File: config.mk
export PLATFORM = sky130hd
export DESIGN_NAME = avl_sram_ctl_flat
export DESIGN_NICKNAME = d
export VERILOG_FILES = /design/src/rtl/avl_sram_ctl_if.sv /design/src/rtl/avl_sram_ctl.sv /design/src/flat_wrapper.sv
export SDC_FILE = /design/constraint.sdc
export NUM_CORES = 1
export LEC_CHECK = 0
export ABC_AREA = 1
export BUFFER_PORTS_ARGS = -buffer_cell sky130_fd_sc_hd__buf_2
export CORE_ASPECT_RATIO = 0.75
export CORE_MARGIN = 8
export CORE_UTILIZATION = 45
export CTS_BUF_LIST = sky130_fd_sc_hd__clkbuf_2 sky130_fd_sc_hd__clkbuf_4 sky130_fd_sc_hd__clkbuf_8
export DETAILED_ROUTE_END_ITERATION = 10
export GPL_TIMING_DRIVEN = 0
export HOLD_SLACK_MARGIN = 0.06
export PLACE_DENSITY = 0.84
export RECOVER_POWER = 25
export SLEW_MARGIN = 20
export SYNTH_ARGS = -nofsm -noshare
export SYNTH_HDL_FRONTEND = slang
export SYNTH_SLANG_ARGS = --single-unit
File: constraint.sdc
create_clock -name clk -period 1.9 [get_ports clk]
set_input_delay 0.19 -clock clk [delete_from_list [all_inputs] [get_ports clk]]
set_output_delay 0.19 -clock clk [all_outputs]
set_load 0.01 [all_outputs]
File: src/rtl/avl_sram_ctl_if.sv
// Avalon-MM command/response bundle between the AHB-to-Avalon bridge (master)
// and avl_sram_ctl (slave).
interface avl_sram_ctl_if;
  logic        chipselect;
  logic [17:2] address;
  logic        read_n;
  logic        write_n;
  logic [31:0] writedata;
  logic [31:0] readdata;
  logic        waitrequest;

  modport master (
    output chipselect, address, read_n, write_n, writedata,
    input  readdata, waitrequest
  );

  modport slave (
    input  chipselect, address, read_n, write_n, writedata,
    output readdata, waitrequest
  );
endinterface

File: src/rtl/avl_sram_ctl.sv
// Avalon-MM slave driving a single-port synchronous SRAM with RD_LAT read latency.
// Optional byte parity on the SRAM data path is enabled by defining AVL_SRAM_PARITY_EN.
module avl_sram_ctl #(
  parameter int ADDR_W = 14,
  parameter int RD_LAT = 1
) (
  input  logic              clk,
  input  logic              rst_n,
  avl_sram_ctl_if.slave     avl,
  output logic              sram_ce_o,
  output logic              sram_we_o,
  output logic [ADDR_W-1:0] sram_addr_o,
  output logic [31:0]       sram_wdata_o,
  input  logic [31:0]       sram_rdata_i,
  output logic              busy_o
`ifdef AVL_SRAM_PARITY_EN
  ,
  output logic [3:0]        sram_wpar_o,
  input  logic [3:0]        sram_rpar_i,
  output logic              par_err_o
`endif
);

  typedef enum logic [1:0] {
    S_IDLE = 2'd0,
    S_ACC  = 2'd1,
    S_WAIT = 2'd2,
    S_DONE = 2'd3
  } state_e;

  localparam logic [2:0] RD_LAT_C = 3'(RD_LAT);

  state_e              state_q, state_d;
  logic                sram_ce_q, sram_ce_d;
  logic                sram_we_q, sram_we_d;
  logic [ADDR_W-1:0]   sram_addr_q, sram_addr_d;
  logic [31:0]         sram_wdata_q, sram_wdata_d;
  logic [31:0]         readdata_q, readdata_d;
  logic [2:0]          cnt_q, cnt_d;
  logic                addr_oor;
  logic                cmd_rd;
  logic                cmd_wr;

  // Upper byte-address bits beyond the macro depth make the access out of range.
  generate
    if (ADDR_W < 16) begin : g_oor
      assign addr_oor = |avl.address[17:ADDR_W+2];
    end else begin : g_no_oor
      assign addr_oor = 1'b0;
    end
  endgenerate

  assign cmd_rd = ~avl.read_n &  avl.write_n;
  assign cmd_wr =  avl.read_n & ~avl.write_n;

`ifdef AVL_SRAM_PARITY_EN
  logic [3:0] wr_par;
  logic [3:0] rd_par;
  logic [3:0] sram_wpar_q, sram_wpar_d;
  logic       par_err_q, par_err_d;

  for (genvar gi = 0; gi < 4; gi++) begin : g_par
    assign wr_par[gi] = ^avl.writedata[gi*8 +: 8];
    assign rd_par[gi] = ^sram_rdata_i[gi*8 +: 8];
  end
`endif

  always_comb begin
    state_d      = state_q;
    sram_ce_d    = 1'b0;
    sram_we_d    = sram_we_q;
    sram_addr_d  = sram_addr_q;
    sram_wdata_d = sram_wdata_q;
    readdata_d   = readdata_q;
    cnt_d        = cnt_q;
`ifdef AVL_SRAM_PARITY_EN
    sram_wpar_d  = sram_wpar_q;
    par_err_d    = par_err_q;
`endif

    case (state_q)
      S_IDLE: begin
        if (avl.chipselect) begin
          if (!(cmd_rd || cmd_wr)) begin
            state_d = S_DONE;
          end else if (addr_oor) begin
            // Out-of-range reads return zero; out-of-range writes vanish.
            if (cmd_rd) begin
              readdata_d = 32'h0;
            end
            state_d = S_DONE;
          end else begin
            sram_ce_d   = 1'b1;
            sram_we_d   = cmd_wr;
            sram_addr_d = avl.address[ADDR_W+1:2];
            if (cmd_wr) begin
              sram_wdata_d = avl.writedata;
`ifdef AVL_SRAM_PARITY_EN
              sram_wpar_d  = wr_par;
`endif
            end
            state_d = S_ACC;
          end
        end
      end

      S_ACC: begin
        if (sram_we_q) begin
          state_d = S_DONE;
        end else begin
          cnt_d   = RD_LAT_C;
          state_d = S_WAIT;
        end
      end

      S_WAIT: begin
        cnt_d = cnt_q - 3'd1;
        if (cnt_q == 3'd1) begin
          readdata_d = sram_rdata_i;
`ifdef AVL_SRAM_PARITY_EN
          if (rd_par != sram_rpar_i) begin
            par_err_d = 1'b1;
          end
`endif
          state_d = S_DONE;
        end
      end

      S_DONE: begin
        state_d = S_IDLE;
      end

      default: begin
        state_d = S_IDLE;
      end
    endcase
  end

  always_ff @(posedge clk or negedge rst_n) begin
    if (!rst_n) begin
      state_q      <= S_IDLE;
      sram_ce_q    <= 1'b0;
      sram_we_q    <= 1'b0;
      sram_addr_q  <= '0;
      sram_wdata_q <= 32'h0;
      readdata_q   <= 32'h0;
      cnt_q        <= 3'd0;
    end else begin
      state_q      <= state_d;
      sram_ce_q    <= sram_ce_d;
      sram_we_q    <= sram_we_d;
      sram_addr_q  <= sram_addr_d;
      sram_wdata_q <= sram_wdata_d;
      readdata_q   <= readdata_d;
      cnt_q        <= cnt_d;
    end
  end

`ifdef AVL_SRAM_PARITY_EN
  always_ff @(posedge clk or negedge rst_n) begin
    if (!rst_n) begin
      sram_wpar_q <= 4'h0;
      par_err_q   <= 1'b0;
    end else begin
      sram_wpar_q <= sram_wpar_d;
      par_err_q   <= par_err_d;
    end
  end

  assign sram_wpar_o = sram_wpar_q;
  assign par_err_o   = par_err_q;
`endif

  // waitrequest is a pure function of state so the bridge never sees a comb path.
  assign avl.waitrequest = (state_q != S_DONE);
  assign avl.readdata    = readdata_q;
  assign busy_o          = (state_q != S_IDLE);
  assign sram_ce_o       = sram_ce_q;
  assign sram_we_o       = sram_we_q;
  assign sram_addr_o     = sram_addr_q;
  assign sram_wdata_o    = sram_wdata_q;

endmodule
File: src/flat_wrapper.sv
// flat-port wrapper written by rule: the top's interface ports become plain ports
module avl_sram_ctl_flat 
#(
  parameter int ADDR_W = 14,
  parameter int RD_LAT = 1
)
  (clk, rst_n, sram_ce_o, sram_we_o, sram_addr_o, sram_wdata_o, sram_rdata_i, busy_o, avl_chipselect, avl_address, avl_read_n, avl_write_n, avl_writedata, avl_readdata, avl_waitrequest);
  avl_sram_ctl_if avl_i ();
  input  logic clk;
  input  logic rst_n;
  output logic sram_ce_o;
  output logic sram_we_o;
  output logic [ADDR_W-1:0] sram_addr_o;
  output logic [31:0] sram_wdata_o;
  input  logic [31:0] sram_rdata_i;
  output logic busy_o;
  input wire logic [$bits(avl_i.chipselect)-1:0] avl_chipselect;
  input wire logic [$bits(avl_i.address)-1:0] avl_address;
  input wire logic [$bits(avl_i.read_n)-1:0] avl_read_n;
  input wire logic [$bits(avl_i.write_n)-1:0] avl_write_n;
  input wire logic [$bits(avl_i.writedata)-1:0] avl_writedata;
  output wire logic [$bits(avl_i.readdata)-1:0] avl_readdata;
  output wire logic [$bits(avl_i.waitrequest)-1:0] avl_waitrequest;
  assign avl_i.chipselect = avl_chipselect;
  assign avl_i.address = avl_address;
  assign avl_i.read_n = avl_read_n;
  assign avl_i.write_n = avl_write_n;
  assign avl_i.writedata = avl_writedata;
  assign avl_readdata = avl_i.readdata;
  assign avl_waitrequest = avl_i.waitrequest;
  avl_sram_ctl #(.ADDR_W(ADDR_W), .RD_LAT(RD_LAT)) u_core (.clk(clk), .rst_n(rst_n), .avl(avl_i), .sram_ce_o(sram_ce_o), .sram_we_o(sram_we_o), .sram_addr_o(sram_addr_o), .sram_wdata_o(sram_wdata_o), .sram_rdata_i(sram_rdata_i), .busy_o(busy_o));
endmodule
Word-level counts from Yosys, hierarchy flattened
Cells that the tools add are included.

$add $sub $neg: 1. Equality and inequality tests: 11. Multiplexer cells: 18. Bitwise logic cells: 5. Reductions and logical operators: 11.

Operators by type and width (number): $mux 32 (5); $pmux 32 s2 (1); $mux 2 (4); $ne 2x1->1 const B (4); $pmux 2 s4 (1); $ne 2x2->1 const B (3); $pmux 3 s2 (1); $reduce_and 6->1 (1); $reduce_bool 2->1 (3); $mux 1 (5); $reduce_and 5->1 (1); $eq 2x2->1 const B (2); $reduce_and 2->1 (2); $reduce_and 4->1 (1); $eq 3x1->1 const B (1); $mux 3 (1); $not 1->1 (3); $sub 3x1->3 const B (1); $and 1x1->1 (2); $eq 2x1->1 const B (1); $logic_not 2->1 (1); $reduce_or 2->1 (1); $logic_or 1x1->1 (1).

Register bits after elaboration: 85. Input port bits: 85. Output and inout port bits: 82. Logic and storage cells: 53.

Longest topological paths before layout
Gate-level depths: netlist of the first run.

Depth after elaboration: 7. Depth in mapped cells: 10. Gate-level depth less buffers: 9.

Worst setup path after synthesis of the first run
Ideal clock, no wire load.

Path type: register -> register. Start point: reg u_core.state_q[0]. End point: reg u_core.readdata_q[0] (netlist: u_core.avl.readdata[0]). Arrival time: 1.478 ns. Data required time: 1.783 ns. Path slack: 0.305 ns. Stages on the path, launching flop included: 10. Period minus slack after synthesis: 1.595 ns. Path through: dfrtp_1 > inv_1 > ha_1 > inv_2 > nor2_1 > a21oi_4 > nand3_2 > buf_6 > nand2_1 > nand2_1.

Cells in the longest elaborated chain, start to end: 3. Elaborated cells between the ends (all ways): 10. Classes of those cells: eq/ne: 6; mux: 1; reduce/logical: 3.

RTL lines: start, declared (line avl_sram_ctl.sv:33) `state_e state_q, state_d;`; start signal, assigned (line avl_sram_ctl.sv:149) `state_q <= state_d;`; $eq 2x2->1 / $logic_not 2->1 (equally long branches) (line avl_sram_ctl.sv:81) `case (state_q)`; $ne 2x1->1 (no line), or another cell as far along; $reduce_and 6->1 (no line); end signal, assigned (line avl_sram_ctl.sv:154) `readdata_q <= readdata_d;`; end, declared (line avl_sram_ctl.sv:38) `logic [31:0] readdata_q, readdata_d;`.

Parallel ways exist; a longest one is shown, timed or not. A chain may end at the register's enable or synchronous reset.

Final worst setup path of the first run
Start point: reg u_core.state_q[1]. End point: reg u_core.sram_addr_q[7] (netlist: u_core.sram_addr_o[7]).

Cells in the longest elaborated chain, start to end: 2.

RTL lines: $logic_not 2->1 (line avl_sram_ctl.sv:81); $reduce_and 4->1 (no line); end signal, assigned (line avl_sram_ctl.sv:152) `sram_addr_q <= sram_addr_d;`; end, declared (line avl_sram_ctl.sv:36) `logic [ADDR_W-1:0] sram_addr_q, sram_addr_d;`.

Every way passes these cells.

==> impl_metrics.ini, run 1 <==
[pwr]
cellLeakagePower_uw = 0.00354
powerDensity_mw_per_mm2 = 1380
power_uw = 7690
ir_drop_uv = 834

[timing]
fin_crit_sh_pct = 92.8
relSlewSlack_pct = 29.9
setup_tns_ps = 0
setup_ws_ps = 137
clock.fmax_mhz = 567
setup_violations = 0
slew_violations = 0
min_period_ps = 1760
worstMarginPinSlew_ps = 1050
fin_skew_ps = 7.00
hold_viol = 0
rsz0062_at_grt = false

[synth]
syn_area_mm2 = 0.00384
synth_seq_area_share_pct = 55.4
syn-num-nets = 563
syn_avg_cell_area_um2 = 8.19
ys_ff_latch = 85
synth.distinct_cells = 20
synth_cells = 469
yosysWarnings = 0

[drt]
viasPerCell = 4.64
drt_iter0_drc = 225
vias = 3759
routed_wl_mm = 11.3
routedWlPerCell_um = 14.0
drc = 0
ant_nets = 0
drt-pass1-iter-count = 4

[placed_design]
hpwlAfterDp_mm = 7.91
post-place-ws_ps = 78.6
dp.cells = 744
gp_congestion = 0.818
portBuffers = 166

[setup_path]
crit_required_ps = 2140
cp-end-kind = flop
crit_start = u_core.state_q[1]
crit_path_frequent_cell = nand2_1
critPathKind = reg -> reg
cp_cell_sequence = inv_1 > ha_2 > inv_2 > nor2_4 > nand3_4 > buf_12 > clkbuf_1 > nand2_1 > nand2_1
worstPathArrival_ps = 2000
r2r_start = u_core.state_q[1]
crit_path_top_delay_cell = dfrtp_1
critPathLaunchType = flop
max_stage_delay_ps = 420
crit_path_max_fanout = 10

[run]
maxCapViolCount = 0

[grt]
first_global_vias = 3804
antenna_found_initial = 0
grt_pass1_wl_mm = 18.1
grt_remaining_overflow = 0
grt_usage_pct = 19.3
grt_start_max_net_pins = 47

[worst_hold_path]
hp-class = in -> reg
hp-start = avl_chipselect

[die]
start_util_pct = 45.8
placement_rows = 29
die_w_um = 123
fp.dieH_um = 96.0
dieArea_mm2 = 0.0118
io_pins = 167
coreArea_mm2 = 0.00838

[cts]
h-tree-depth = 3
clk_latency_ps = 340
clk_path_buf_depth = 2
cts.sinks = 85
numCtsBuffers = 9
root_buffer = clkbuf_8
path_clk_slew_ps = 80
cts_tree = yes

[final_layout]
fill_cells = 686
mostFrequentLayoutCells = nand2_1 (248), buf_2 (171), dfrtp_1 (85), dlygate4sd3_1 (47), inv_1 (45)
nets = 792
register_area_mm2 = 0.00213
final_common_cell = nand2_1
synthToLayoutAreaGrowth_pct = 45.4
fin_cells = 811
drive_gt1_share_pct = 30.6
multi_input_area_mm2 = 0.00138

[status]
status = completed
==> worst paths after layout <==
kind | cells after the start | slack (ps) | end
worst min register to register | 2 | 470 | u_core.avl.readdata[17]
worst max-delay path | 9 | 140 | u_core.sram_addr_o[7]
max in group asynchronous | 3 | 580 | u_core.sram_addr_o[12]
min in group asynchronous | 2 | 560 | u_core.sram_wdata_o[26]
worst min-delay path | 3 | 90 | u_core.sram_ce_o
worst max register to register | 9 | 140 | u_core.sram_addr_o[7]
==> cells by family (layout without fill, tap and decap cells) <==
logic type | after synthesis | count (layout) | synth area share (%)
DFF | 85 | 85 | 55.4
AOI/OAI and AO/OA | 11 | 11 | 1.76
other | 0 | 1 | 0
buffers and inverters | 70 | 303 | 8.73
and+or+nand+nor | 294 | 294 | 31.2
adders and majority gates | 9 | 9 | 2.93
==> worst max-delay path, delay by kind of cell, from the launching register on <==
family / cells / cell delay, ps
buffers and inverters: 4 / 570
adder cells (fa/ha/maj): 1 / 230
flip-flops: 1 / 420
AND/OR/NAND/NOR: 4 / 430
==> layout make-up <==
class | count | share of cell area [%]
Tap cell | 108 | 2.42
Sequential cell | 85 | 38.1
Timing Repair Buffer | 218 | 24.5
Multi-Input combinational cell | 314 | 24.8
Buffer | 21 | 2.71
Clock inverter | 3 | 1.21
Antenna cell | 1 | 0.0448
Inverter | 49 | 3.29
Clock buffer | 12 | 2.96
==> sequential cells by signal, summed over array words and instances, names as in the netlist <==
signal / flops
u_core.avl.readdata: 32
u_core.cnt_q: 3
u_core.sram_addr_o: 14
u_core.sram_ce_o: 1
u_core.sram_wdata_o: 32
u_core.sram_we_o: 1
u_core.state_q: 2
==> power breakdown <==
group	leakage [uW]	switching, uW	internal, uW
sequential	0.00113	385	2470
clock	0.000115	628	842
combinational	0.00229	2040	1330
==> metrics by stage <==
step | utilization (%) | hold slack [ps] | area (um2)
5_1_grt | 66.6 | 82.2 | 5580
6_report | 66.6 | 91.4 | 5590
4_1_cts | 66.1 | 74.4 | 5540
3_5_place_dp | 57.7 | 205 | 4840
2_1_floorplan | - | -106 | 3840
3_3_place_gp | 57.4 | 383 | 4810
==> cells in the mapped netlist <==
master / number / area, um2
nand2_1: 248 / 931
dfrtp_1: 85 / 2130
inv_1: 46 / 173
nand3_1: 34 / 170
ha_1: 9 / 113
o21ai_0: 8 / 40.0
buf_2: 7 / 35.0
buf_6: 6 / 67.6
nor2_1: 6 / 22.5
buf_4: 5 / 37.5
clkbuf_1: 3 / 11.3
inv_2: 3 / 11.3
nor2_4: 2 / 22.5
a21oi_4: 1 / 16.3
nand3_2: 1 / 10.0
nand3_4: 1 / 17.5
nor2_8: 1 / 20.0
o21ai_1: 1 / 5.00
o22ai_1: 1 / 6.26
or2_2: 1 / 6.26
==> what timing repair did <==
| action | 4_1_cts | 5_1_grt |
|---|---|---|
| buffers inserted | 0 | 4 |
| hold buffers | 47 | 0 |
| endpoints found under the setup margin | 0 | 64 |
| hold endpoints to repair | 85 | 0 |
| gates resized for setup | 0 | 2 |
==> layer usage <==
metal | vias up | wire length (um) | global-route usage (%)
met3 | 17 | 902 | 5.51
met4 | 0 | 170 | 5.46
met2 | 136 | 5560 | 33.2
li1 | 1860 | - | -
met5 | - | 0 | 0
met1 | 1746 | 4680 | 23.2
Power figures use the tool's default switching activity.
==> inputs of run 2 (changes only) <==
- MAX_ROUTING_LAYER: unset -> met4
==> impl_metrics.ini, run 2 (synthesis gave the netlist of run 1 again) <==
[setup_path]
critPathLaunchType = flop
r2r_start = u_core.state_q[1]
crit_path_frequent_cell = nand2_1
crit_buf_inv = 4
crit_path_max_fanout = 10
cp-end-kind = flop
regToRegSetupSlack_ps = 140
critPathKind = reg -> reg
rr_endpoint = u_core.sram_addr_o[7]
crit_path_top_delay_cell = dfrtp_1
worstPathArrival_ps = 2000
r2r.worst_path.cells = 9
crit_required_ps = 2140
cpLargestDelayFamily = buffers and inverters
cp_cell_sequence = inv_1 > ha_2 > inv_2 > nor2_4 > nand3_4 > buf_12 > clkbuf_1 > nand2_1 > nand2_1
max_stage_delay_ps = 420
crit_cells = 9

[die]
coreArea_mm2 = 0.00838
io_pins = 167
placement_rows = 29
fp.dieH_um = 96.0
start_util_pct = 45.8
dieArea_mm2 = 0.0118
die_w_um = 123

[timing]
worstMarginPinSlew_ps = 1050
fin_crit_sh_pct = 92.6
clock.fmax_mhz = 568
hold_viol = 0
min_period_ps = 1760
fin_skew_ps = 6.96
relSlewSlack_pct = 29.8
rsz0062_at_grt = false
setup_violations = 0
slew_violations = 0

[drt]
drt-pass1-iter-count = 6
vias = 3746
top_layer = met4
wl_met2_mm = 5.60
wl_met3_um = 753
ant_nets = 0
routed_wl_mm = 11.3
drc = 0
routedWlPerCell_um = 14.0
met1_length_mm = 4.82
viasPerCell = 4.62
drt_iter0_drc = 269

[cts]
clk_path_buf_depth = 2
path_clk_slew_ps = 80
h-tree-depth = 3
root_buffer = clkbuf_8
clk_latency_ps = 340
cts.sinks = 85
numCtsBuffers = 9
cts_tree = yes

[grt]
grt_pass1_wl_mm = 18.1
grt_start_max_net_pins = 47
antenna_found_initial = 0
first_global_vias = 3804
grt_usage_pct = 19.9
grt_remaining_overflow = 0

[pwr]
powerDensity_mw_per_mm2 = 1380
power_uw = 7690
cellLeakagePower_uw = 0.00354
ir_drop_uv = 842

[final_layout]
fin_util_pct = 66.6
synthToLayoutAreaGrowth_pct = 45.4
register_area_mm2 = 0.00213
multi_input_area_mm2 = 0.00138
drive_gt1_share_pct = 30.6
nets = 792
mostFrequentLayoutCells = nand2_1 (248), buf_2 (171), dfrtp_1 (85), dlygate4sd3_1 (47), inv_1 (45)
fill_cells = 686
final_common_cell = nand2_1

[worst_hold_path]
hp-class = in -> reg
hp-start = avl_chipselect
hold_end = u_core.sram_ce_o
hold_depth = 3

[placed_design]
portBuffers = 166
gp_congestion = 0.830
hpwlAfterDp_mm = 7.91

[run]
maxCapViolCount = 0

[status]
status = completed
[run 2: cell counts in the layout (fill, tap and decap cells not counted)]
Identical to the previous run, type by type.
[run 2: through the flow]
stage / hold slack [ps] / worst slack, ps / cells / TNS [ps] / cell area [um2]
floorplan: -106 / 305 / 469 / 0 / 3840
global placement: 383 / -7.77 / 743 / -288 / 4810
detailed placement: 205 / 78.6 / 744 / 0 / 4840
CTS: 74.4 / 55.8 / 806 / 0 / 5540
global route: 82.2 / 7.64 / 810 / 0 / 5580
finish: 91.6 / 141 / 811 / 0 / 5590
[run 2: power by group]
part / switching (uW) / internal [uW]
Clock: 622 / 842
Sequential: 384 / 2470
Combinational: 2050 / 1330
Total: 3050 / 4630
[run 2: worst max path at each step]
stage	start	endpoint	slack (ps)
after detailed placement	u_core.state_q[0]	u_core.avl.readdata[13]	80
after global placement	rst_n	u_core.sram_addr_o[4]	-8
after global routing	u_core.state_q[1]	u_core.state_q[1]	8
after CTS	u_core.state_q[0]	u_core.avl.readdata[30]	60
after floorplan	u_core.state_q[0]	u_core.avl.readdata[0]	300
final	u_core.state_q[1]	u_core.sram_addr_o[7]	140
[run 2: cell type report]
class	count	share of cell area [%]
well taps	108	2.42
clock buffers	12	2.96
plain buffers	21	2.71
multi-input cells	314	24.8
inverters	49	3.29
diodes	1	0.0448
clock inverters	3	1.21
flip-flops and latches	85	38.1
repair buffers	218	24.5
[run 2: metal layers]
layer  vias up  GRT usage, %
li1       1861             -
met1      1743          23.8
met2       129          33.2
met3        13          4.57
met4         0          5.46
met5         -             -
[run 2: tightest hold or removal path, stage by stage]
cell	delay [ps]
buf_2	130
inv_1	50
nor2_1	30
[run 2: repair_timing]
item	in CTS	in global routing
hold buffers	47	0
hold endpoints to repair	85	0
gates resized for setup	0	2
endpoints found under the setup margin	0	64
setup buffers	0	4
==> inputs of run 3 (changes only) <==
- ABC_AREA: 1 -> 0
- PLACE_DENSITY: 0.84 -> 0.85
==> impl_metrics.ini, run 3 <==
[cts]
h-tree-depth = 3
numCtsBuffers = 9
cts_tree = yes
root_buffer = clkbuf_8
cts.sinks = 85
clk_path_buf_depth = 2
path_clk_slew_ps = 90
clk_latency_ps = 350

[setup_path]
crit_path_top_delay_cell = dfrtp_1
crit_path_max_fanout = 10
crit_required_ps = 2130
critPathKind = reg -> reg
critPathLaunchType = flop
crit_path_frequent_cell = buf_12
regToRegSetupSlack_ps = 60
cp-end-kind = flop
worstPathArrival_ps = 2080
cp_cell_sequence = inv_2 > ha_4 > and3_4 > buf_6 > and2_4 > buf_12 > buf_12 > mux2_4
max_stage_delay_ps = 440

[timing]
worstMarginPinSlew_ps = 1050
setup_ws_ps = 56.4
hold_viol = 0
relSlewSlack_pct = 30.1
setup_violations = 0
fin_crit_sh_pct = 97.0
setup_tns_ps = 0
whs_ps = 71.0
slew_violations = 0
min_period_ps = 1840
fin_skew_ps = 9.34
clock.fmax_mhz = 542

[synth]
ys_ff_latch = 85
synth_async_sr_flop_share_pct = 100
syn_avg_cell_area_um2 = 14.0
syn_area_mm2 = 0.00366
yosys-top-cells-area = dfrtp_1 (58%), mux2_4 (12%), o2bb2ai_1 (7.7%)
yosysTopAreaCellShare_pct = 58.1
synth_cells = 261
yosysWarnings = 0
synth_commonest_cells = dfrtp_1 (85), nand3_1 (33), o2bb2ai_1 (32), mux2_4 (30), mux2_2 (17)
synth.distinct_cells = 23
synth_top_cell_by_area = dfrtp_1
syn-num-nets = 355
synth_edf_count = 0
synth_flop_cell = dfrtp_1
synth_seq_area_share_pct = 58.1
yosysMostFrequentCell = dfrtp_1

[drt]
drc = 0
drt-pass1-iter-count = 5
drt_iter0_drc = 139
ant_nets = 0
routedWlPerCell_um = 18.1
routed_wl_mm = 10.7
viasPerCell = 4.98
vias = 2950

[die]
die_w_um = 120
io_pins = 167
coreArea_mm2 = 0.00788
start_util_pct = 46.5
dieArea_mm2 = 0.0113
fp.dieH_um = 94.1
placement_rows = 28

[pwr]
cellLeakagePower_uw = 0.00277
powerDensity_mw_per_mm2 = 1380
ir_drop_uv = 885

[final_layout]
fill_cells = 605
design_area_mm2 = 0.00530
final_common_cell = buf_2
drive_gt1_share_pct = 54.2
nets = 576
mostFrequentLayoutCells = buf_2 (168), dfrtp_1 (85), dlygate4sd3_1 (36), nand3_1 (32), o2bb2ai_1 (32)
synthToLayoutAreaGrowth_pct = 44.7
num_antenna_cells = 0

[grt]
antenna_found_initial = 0
grt_remaining_overflow = 0
grt_start_max_net_pins = 45
grt_pass1_wl_mm = 16.0
grt_usage_pct = 18.1
first_global_vias = 3152

[placed_design]
post-place-ws_ps = -361
hpwlAfterDp_mm = 7.45
gp_congestion = 0.822
placed_area_mm2 = 0.00465
portBuffers = 166

[status]
status = completed

[run]
maxCapViolCount = 0

[worst_hold_path]
hp-class = in -> reg
==> run 3: what timing repair did <==
| action | CTS | global route |
|---|---|---|
| hold buffers | 21 | 15 |
| setup endpoints to repair | 64 | 61 |
| setup buffers | 2 | 5 |
| pin swaps | 1 | 1 |
| hold endpoints to repair | 61 | 15 |
| resized for setup | 11 | 20 |
==> run 3: where the power goes <==
| group | switching [uW] | total [uW] | internal [uW] |
|---|---|---|---|
| registers | 355 | 2770 | 2420 |
| clock network | 687 | 1180 | 493 |
| logic | 1840 | 3340 | 1500 |
==> run 3: worst paths after layout <==
kind                                    startpoint                       to  cells past startpoint
max                              u_core.state_q[1]   u_core.sram_wdata_o[4]                      8
min                                sram_rdata_i[4]   u_core.avl.readdata[4]                      3
max reg2reg                      u_core.state_q[1]   u_core.sram_wdata_o[4]                      8
min reg2reg                u_core.avl.readdata[16]  u_core.avl.readdata[16]                      1
max in group asynchronous                    rst_n  u_core.sram_wdata_o[21]                      3
min in group asynchronous                    rst_n        u_core.state_q[1]                      2
==> run 3: per-layer routing <==
metal  vias up  share of wire, %  GRT usage (%)
met5         -                 0              -
met4         0              0.45           2.90
met3         6               6.2           5.59
met2       110                51           30.2
met1      1455                42           21.6
li1       1379                 -              -
==> run 3: per-stage QoR <==
| step | cells | utilization (%) | total power (uW) |
|---|---|---|---|
| after floorplan | 261 | - | 4540 |
| after global placement | 532 | 58.7 | 5620 |
| after detailed placement | 533 | 59.0 | 5760 |
| after CTS | 572 | 64.5 | 7120 |
| after global routing | 592 | 67.2 | 7780 |
| final | 592 | 67.2 | 7290 |
==> run 3: layout make-up <==
| cell class | instances | area [um2] | area share, % |
|---|---|---|---|
| buffer | 19 | 166 | 3.14 |
| clock buffer | 9 | 124 | 2.34 |
| clock inverter | 7 | 57.6 | 1.09 |
| inverter | 9 | 33.8 | 0.637 |
| multi-input combinational | 148 | 1400 | 26.3 |
| sequential | 85 | 2130 | 40.1 |
| tap | 105 | 131 | 2.48 |
| timing repair buffer | 210 | 1260 | 23.8 |
==> run 3: kinds of logic after synthesis <==
group           synth area share [%]
mux                             17.5
simple gates                    6.56
buf+inv                         4.92
flops                           58.1
fa+ha+maj                       3.07
compound gates                  9.87
==> run 3: worst max-delay path: cells and delay by family (launching register included) <==
family | cells | cell delay (ps)
AND/OR/NAND/NOR | 2 | 330
multiplexers | 1 | 310
flip-flops | 1 | 440
buffers and inverters | 4 | 500
adder cells (fa/ha/maj) | 1 | 150
